===== config.mk =====
export PLATFORM = sky130hd
export DESIGN_NAME = vga_timing_gen
export DESIGN_NICKNAME = d
export VERILOG_FILES = /design/src/rtl/vga_timing_pkg.sv /design/src/rtl/vga_axis_counter.sv /design/src/rtl/vga_timing_gen.sv
export SDC_FILE = /design/constraint.sdc
export NUM_CORES = 1
export LEC_CHECK = 0
export ABC_AREA = 1
export BUFFER_PORTS_ARGS = -buffer_cell sky130_fd_sc_hd__buf_2
export CAP_MARGIN = 25
export CORE_MARGIN = 10
export CORE_UTILIZATION = 30
export CTS_CLUSTER_DIAMETER = 100
export DETAILED_ROUTE_END_ITERATION = 16
export GPL_TIMING_DRIVEN = 0
export HOLD_SLACK_MARGIN = 0.08
export PLACE_DENSITY_LB_ADDON = 0.3
export SLEW_MARGIN = 10
export SYNTH_ARGS = -nofsm -noshare
export SYNTH_HDL_FRONTEND = slang
export SYNTH_SLANG_ARGS = --single-unit

===== constraint.sdc =====
create_clock -name CLK -period 1.75 [get_ports CLK]
set_input_delay 0.35 -clock CLK [delete_from_list [all_inputs] [get_ports CLK]]
set_output_delay 0.35 -clock CLK [all_outputs]
set_load 0.01 [all_outputs]

===== src/rtl/vga_timing_pkg.sv =====
// Shared raster constants for the VGA timing generator: 640x480@60 defaults,
// derived totals, sync polarity codes and a helper for axis totals.
package vga_timing_pkg;

  localparam int DEF_CW = 10;

  localparam int DEF_H_ACTIVE = 640;
  localparam int DEF_H_FP     = 16;
  localparam int DEF_H_SYNC   = 96;
  localparam int DEF_H_BP     = 48;

  localparam int DEF_V_ACTIVE = 480;
  localparam int DEF_V_FP     = 10;
  localparam int DEF_V_SYNC   = 2;
  localparam int DEF_V_BP     = 33;

  localparam int POL_ACTIVE_LOW  = 0;
  localparam int POL_ACTIVE_HIGH = 1;

  function automatic int axis_total(input int active, input int fp,
                                    input int sync, input int bp);
    return active + fp + sync + bp;
  endfunction

  localparam int DEF_H_TOTAL = axis_total(DEF_H_ACTIVE, DEF_H_FP, DEF_H_SYNC, DEF_H_BP);
  localparam int DEF_V_TOTAL = axis_total(DEF_V_ACTIVE, DEF_V_FP, DEF_V_SYNC, DEF_V_BP);

endpackage


===== src/rtl/vga_axis_counter.sv =====
// One raster axis: wrapping position counter plus active/sync window decode.
// The window flags describe the value the counter will hold after this cycle.
module vga_axis_counter
  import vga_timing_pkg::*;
#(
  parameter int CW     = DEF_CW,
  parameter int ACTIVE = DEF_H_ACTIVE,
  parameter int FP     = DEF_H_FP,
  parameter int SYNC   = DEF_H_SYNC,
  parameter int BP     = DEF_H_BP
) (
  input  logic          clk_i,
  input  logic          rst_i,
  input  logic          inc_i,
  output logic [CW-1:0] count_o,
  output logic          wrap_o,
  output logic          in_active_o,
  output logic          in_sync_o
);

  localparam int TOTAL = axis_total(ACTIVE, FP, SYNC, BP);

  if (TOTAL > (1 << CW)) begin : g_bad_total
    $error("vga_axis_counter: ACTIVE+FP+SYNC+BP does not fit in CW bits");
  end

  localparam logic [CW-1:0] LAST      = CW'(TOTAL - 1);
  localparam logic [CW:0]   ACT_END   = (CW+1)'(ACTIVE);
  localparam logic [CW:0]   SYNC_BEG  = (CW+1)'(ACTIVE + FP);
  localparam logic [CW:0]   SYNC_END  = (CW+1)'(ACTIVE + FP + SYNC);

  logic [CW-1:0] count_q, count_d;
  logic [CW:0]   count_wide;

  assign wrap_o = (count_q == LAST);

  always_comb begin
    count_d = count_q;
    if (inc_i) begin
      count_d = wrap_o ? '0 : count_q + CW'(1);
    end
  end

  // One spare bit so window ends equal to 2**CW still compare correctly.
  assign count_wide  = {1'b0, count_d};
  assign in_active_o = (count_wide < ACT_END);
  assign in_sync_o   = (count_wide >= SYNC_BEG) && (count_wide < SYNC_END);

  always_ff @(posedge clk_i or posedge rst_i) begin
    if (rst_i) begin
      count_q <= '0;
    end else begin
      count_q <= count_d;
    end
  end

  assign count_o = count_q;

endmodule


===== src/rtl/vga_timing_gen.sv =====
// Raster timing generator: x/y position, HS/VS, blank and frame/vblank strobes,
// all describing the same pixel in the same cycle, advancing on CE.
module vga_timing_gen
  import vga_timing_pkg::*;
#(
  parameter int CW       = DEF_CW,
  parameter int H_ACTIVE = DEF_H_ACTIVE,
  parameter int H_FP     = DEF_H_FP,
  parameter int H_SYNC   = DEF_H_SYNC,
  parameter int H_BP     = DEF_H_BP,
  parameter int V_ACTIVE = DEF_V_ACTIVE,
  parameter int V_FP     = DEF_V_FP,
  parameter int V_SYNC   = DEF_V_SYNC,
  parameter int V_BP     = DEF_V_BP,
  parameter int HS_POL   = POL_ACTIVE_LOW,
  parameter int VS_POL   = POL_ACTIVE_LOW
) (
  input  logic          CLK,
  input  logic          RST,
  input  logic          CE,
  output logic          HS,
  output logic          VS,
  output logic [CW-1:0] x,
  output logic [CW-1:0] y,
  output logic          blank,
  output logic          frame_start,
  output logic          vblank_start
);

  localparam logic          HS_ON      = (HS_POL != 0);
  localparam logic          VS_ON      = (VS_POL != 0);
  localparam logic [CW-1:0] V_PRE_BLANK = CW'(V_ACTIVE - 1);

  logic h_wrap, h_active, h_sync;
  logic v_wrap, v_active, v_sync;
  logic v_inc;

  assign v_inc = CE & h_wrap;

  vga_axis_counter #(
    .CW(CW), .ACTIVE(H_ACTIVE), .FP(H_FP), .SYNC(H_SYNC), .BP(H_BP)
  ) u_h_axis (
    .clk_i       (CLK),
    .rst_i       (RST),
    .inc_i       (CE),
    .count_o     (x),
    .wrap_o      (h_wrap),
    .in_active_o (h_active),
    .in_sync_o   (h_sync)
  );

  vga_axis_counter #(
    .CW(CW), .ACTIVE(V_ACTIVE), .FP(V_FP), .SYNC(V_SYNC), .BP(V_BP)
  ) u_v_axis (
    .clk_i       (CLK),
    .rst_i       (RST),
    .inc_i       (v_inc),
    .count_o     (y),
    .wrap_o      (v_wrap),
    .in_active_o (v_active),
    .in_sync_o   (v_sync)
  );

  logic hs_q, hs_d;
  logic vs_q, vs_d;
  logic blank_q, blank_d;
  logic fs_q, fs_d;
  logic vb_q, vb_d;

  // Decodes are taken from the counters' next values so the registered
  // flags land in the same cycle as the new x/y.
  always_comb begin
    hs_d    = hs_q;
    vs_d    = vs_q;
    blank_d = blank_q;
    fs_d    = fs_q;
    vb_d    = vb_q;
    if (CE) begin
      hs_d    = h_sync ? HS_ON : ~HS_ON;
      vs_d    = v_sync ? VS_ON : ~VS_ON;
      blank_d = ~(h_active & v_active);
      fs_d    = h_wrap & v_wrap;
      vb_d    = h_wrap & (y == V_PRE_BLANK);
    end
  end

  always_ff @(posedge CLK or posedge RST) begin
    if (RST) begin
      hs_q    <= ~HS_ON;
      vs_q    <= ~VS_ON;
      blank_q <= 1'b0;
      fs_q    <= 1'b1;
      vb_q    <= 1'b0;
    end else begin
      hs_q    <= hs_d;
      vs_q    <= vs_d;
      blank_q <= blank_d;
      fs_q    <= fs_d;
      vb_q    <= vb_d;
    end
  end

  assign HS    = hs_q;
  assign VS    = vs_q;
  assign blank = blank_q;

  // fs_q marks "tuple is the origin"; gating with CE makes the strobe last one
  // pixel regardless of CE duty, and RST masks it while held in reset.
  assign frame_start  = CE & fs_q & ~RST;
  assign vblank_start = CE & vb_q & ~RST;

endmodule


==> flow_metrics.env <==
export IMPL_drv_cap=0
export IMPL_slew_viol_final=0
export IMPL_htree_levels=1
export IMPL_final_area_um2=2150
export IMPL_initial_utilization=0.313
export IMPL_first_pass_iters=3
export IMPL_nets=290
export IMPL_dp_hpwl_um=3180
export IMPL_synth_top_area_cell="dfrtp_1"
export IMPL_cts_buffers=3
export IMPL_io_pins=28
export IMPL_switching_share=0.386
export IMPL_setup_viol=1
export IMPL_syn_avg_cell_area_um2=6.84
export IMPL_fp_dieW_um=93.2
export IMPL_ff2ff_setup_slack_ns=-0.009
export IMPL_fin_crit_sh=1.01
export IMPL_pwr_share_seq=0.448
export IMPL_drt_total_wl_um=4420
export IMPL_die_area_um2=8690
export IMPL_grt_pass1_wl_um=6890
export IMPL_drc=0
export IMPL_synthToLayoutAreaGrowth_pct=34.0
export IMPL_power_mw=1.76
export IMPL_antennaDiodeCount=0
export IMPL_critPathLaunchType="register"
export IMPL_p_comb_frac=0.352
export IMPL_rows=26
export IMPL_p_clk_frac=0.200
export IMPL_intPower_mw=1.08
export IMPL_critPathMaxStageDelay_ns=0.37
export IMPL_grt_usage=0.0961
export IMPL_fin_tns_setup_ns=-0.00888
export IMPL_ys_seq_area_frac=0.391
export IMPL_grt_pass1_vias=1446
export IMPL_port_buffers=27
export IMPL_power_density_nw_per_um2=815
export IMPL_synthMostInstantiatedCell="nand2_1"
export IMPL_critPathKind="register to register"
export IMPL_dp_cells=332
export IMPL_synth_top_cell_area_share=0.342
export IMPL_r2r_cells=13
export IMPL_min_path_type="input port to asynchronous set/reset pin"
export IMPL_outcome="complete, but fails checks"
export IMPL_initialDrtViolationCount=50
export IMPL_yosysWarningCount=0
export IMPL_via_per_inst=4.38
export IMPL_grt_max_degree=26
export IMPL_fmax_mhz=569
export IMPL_synth_cell_types=26
export IMPL_synthTopCellsByCount="80 x nand2_1, 44 x inv_1, 32 x nor2_1, 22 x dfrtp_1, 15 x nand3_1"
export IMPL_clk_latency_ns=0.27
export IMPL_cp_max_fo=5
export IMPL_post_dp_cell_area_um2=1830
export IMPL_critical_path_endpoint_type="register"
export IMPL_critPathRequiredTime_ns=1.96
export IMPL_place_ws_ns=-0.0918
export IMPL_async_reset_ff_frac=1.00
export IMPL_utilization=0.419
export IMPL_seq_area_um2=632
export IMPL_whs_ns=0.112
export IMPL_synthFlopType="dfrtp_1"
export IMPL_cp_common_cell="nor2_1"
export IMPL_netlist_instances=235
export IMPL_cts_root_buf="clkbuf_8"
export IMPL_synth_area_leaders="dfrtp_1 34%, nand2_1 19%, inv_1 10%"
export IMPL_die_y_um=93.2
export IMPL_path_cells="ha_2 > nand2_4 > nor2_4 > inv_4 > nor2_8 > buf_8 > nand3_4 > nand2_2 > nand2_1 > nor2_1 > nand3_1 > nor2_1 > nor2_1"
export IMPL_violations="setup timing"
export IMPL_cts_tree="done"
export IMPL_wl_per_cell_um=12.5
export IMPL_tightest_slew_ns=0.488
export IMPL_place_congestion=0.794
export IMPL_synth_edf_count=0
export IMPL_dr_total_vias=1547
export IMPL_drive_above_1_share=0.329
export IMPL_grt_overflow=0
export IMPL_leakage_nw=1.11
export IMPL_synth_seq_cells=25
export IMPL_path_clk_slew_ns=0.09
export IMPL_mappedNetlistArea_um2=1610
export IMPL_ctsHoldBuffers=0
export IMPL_crit_slowest_cell="dfrtp_1"
export IMPL_finalHoldViolations=0
export IMPL_p_switching_mw=0.678
export IMPL_ant_nets=0
export IMPL_clock_sinks=25
export IMPL_skew_ns=0.00193
export IMPL_stdcell_count=353
export IMPL_fillers=561
export IMPL_slew_headroom=0.674
export IMPL_ir_drop_mv=0.402
export IMPL_cp_arrival_ns=1.97
export IMPL_antenna_found_initial=0
export IMPL_fin_ws_ns=-0.00888
export IMPL_multi_input_area_um2=882
export IMPL_rsz0062_at_grt="true"
export IMPL_min_period_ns=1.76
export IMPL_core_area_um2=5140
export IMPL_synth_fp_nets=241
export IMPL_clockBufferDepth=2
power by group through the flow:
stage	clock [mW]	combinational, mW	sequential [mW]
global route	0.391	0.698	0.810
detailed placement	0	0.535	0.800
floorplan	0	0.327	0.823
global placement	0	0.525	0.800
CTS	0.372	0.586	0.785
finish	0.352	0.618	0.787
placed cells by master (no fill, tap or decap), types with 2 or more instances in the layout:
cell type  Yosys  layout
inv_1         44      41
dfrtp_2        0       2
nand3_4        1       2
nor3_1         5       4
nand3_2        3       3
buf_4          0      14
nor2_2         1       7
dfrtp_1       22      20
buf_2          0      27
o21ai_0        3       3
nand3_1       15      14
nand4_1        6       6
ha_2           0       2
nand2_1       80      71
inv_2          2       3
nor2_4         1       3
xnor2_1        3       3
nand2_2        2      10
dfstp_2        3       3
nor2_1        32      24
clkbuf_8       1       4
buf_8          1       2
flip-flops by register name (all words and copies together) (netlist names):
register          count
HS                    1
VS                    1
blank                 1
fs_q                  1
u_h_axis.count_o     10
u_v_axis.count_o     10
vb_q                  1
kinds of logic after synthesis:
group / share of synthesized area
AND/OR/NAND/NOR: 0.416
AO/OA/AOI/OAI: 0.0218
XOR/XNOR: 0.0218
buffers and inverters: 0.125
flip-flops: 0.391
adder cells (fa/ha/maj): 0.0233
final cells by class:
| type | instances | share of cell area |
|---|---|---|
| multi-input combinational | 162 | 0.409 |
| sequential | 25 | 0.293 |
| timing repair buffer | 44 | 0.139 |
| inverter | 46 | 0.0830 |
| tap | 70 | 0.0407 |
| clock buffer | 4 | 0.0209 |
| buffer | 2 | 0.0134 |
metal layers:
metal  wire [µm]  vias to the layer above  global-route usage
li1            -                      807                   -
met1        2040                      721               0.115
met2        2210                       14               0.163
met3         109                        5              0.0184
met4          68                        0              0.0424
met5           0                        -                   0
timing repair:
action | 4_1_cts | 5_1_grt
gates cloned | 0 | 1
setup endpoints to repair | 3 | 3
buffers inserted | 7 | 8
pin swaps | 1 | 8
resized for setup | 7 | 28
path summary, 6_finish.rpt:
kind / endpoint / from
max: VS$_DFFE_PP1P_ / u_h_axis.count_o[0]$_DFF_PP0_
min: u_v_axis.count_o[4]$_DFF_PP0_ / RST
max reg2reg: VS$_DFFE_PP1P_ / u_h_axis.count_o[0]$_DFF_PP0_
min reg2reg: HS$_DFFE_PP1P_ / HS$_DFFE_PP1P_
max in group asynchronous: HS$_DFFE_PP1P_ / RST
min in group CLK: HS$_DFFE_PP1P_ / HS$_DFFE_PP1P_
critical path, delay by kind of cell (launching register included):
kind                       cells  cell delay (ns)
and+or+nand+nor               10             0.90
DFF                            1             0.37
buffers and inverters          2             0.22
adders and majority gates      1             0.21
Power figures use the tool's default switching activity.
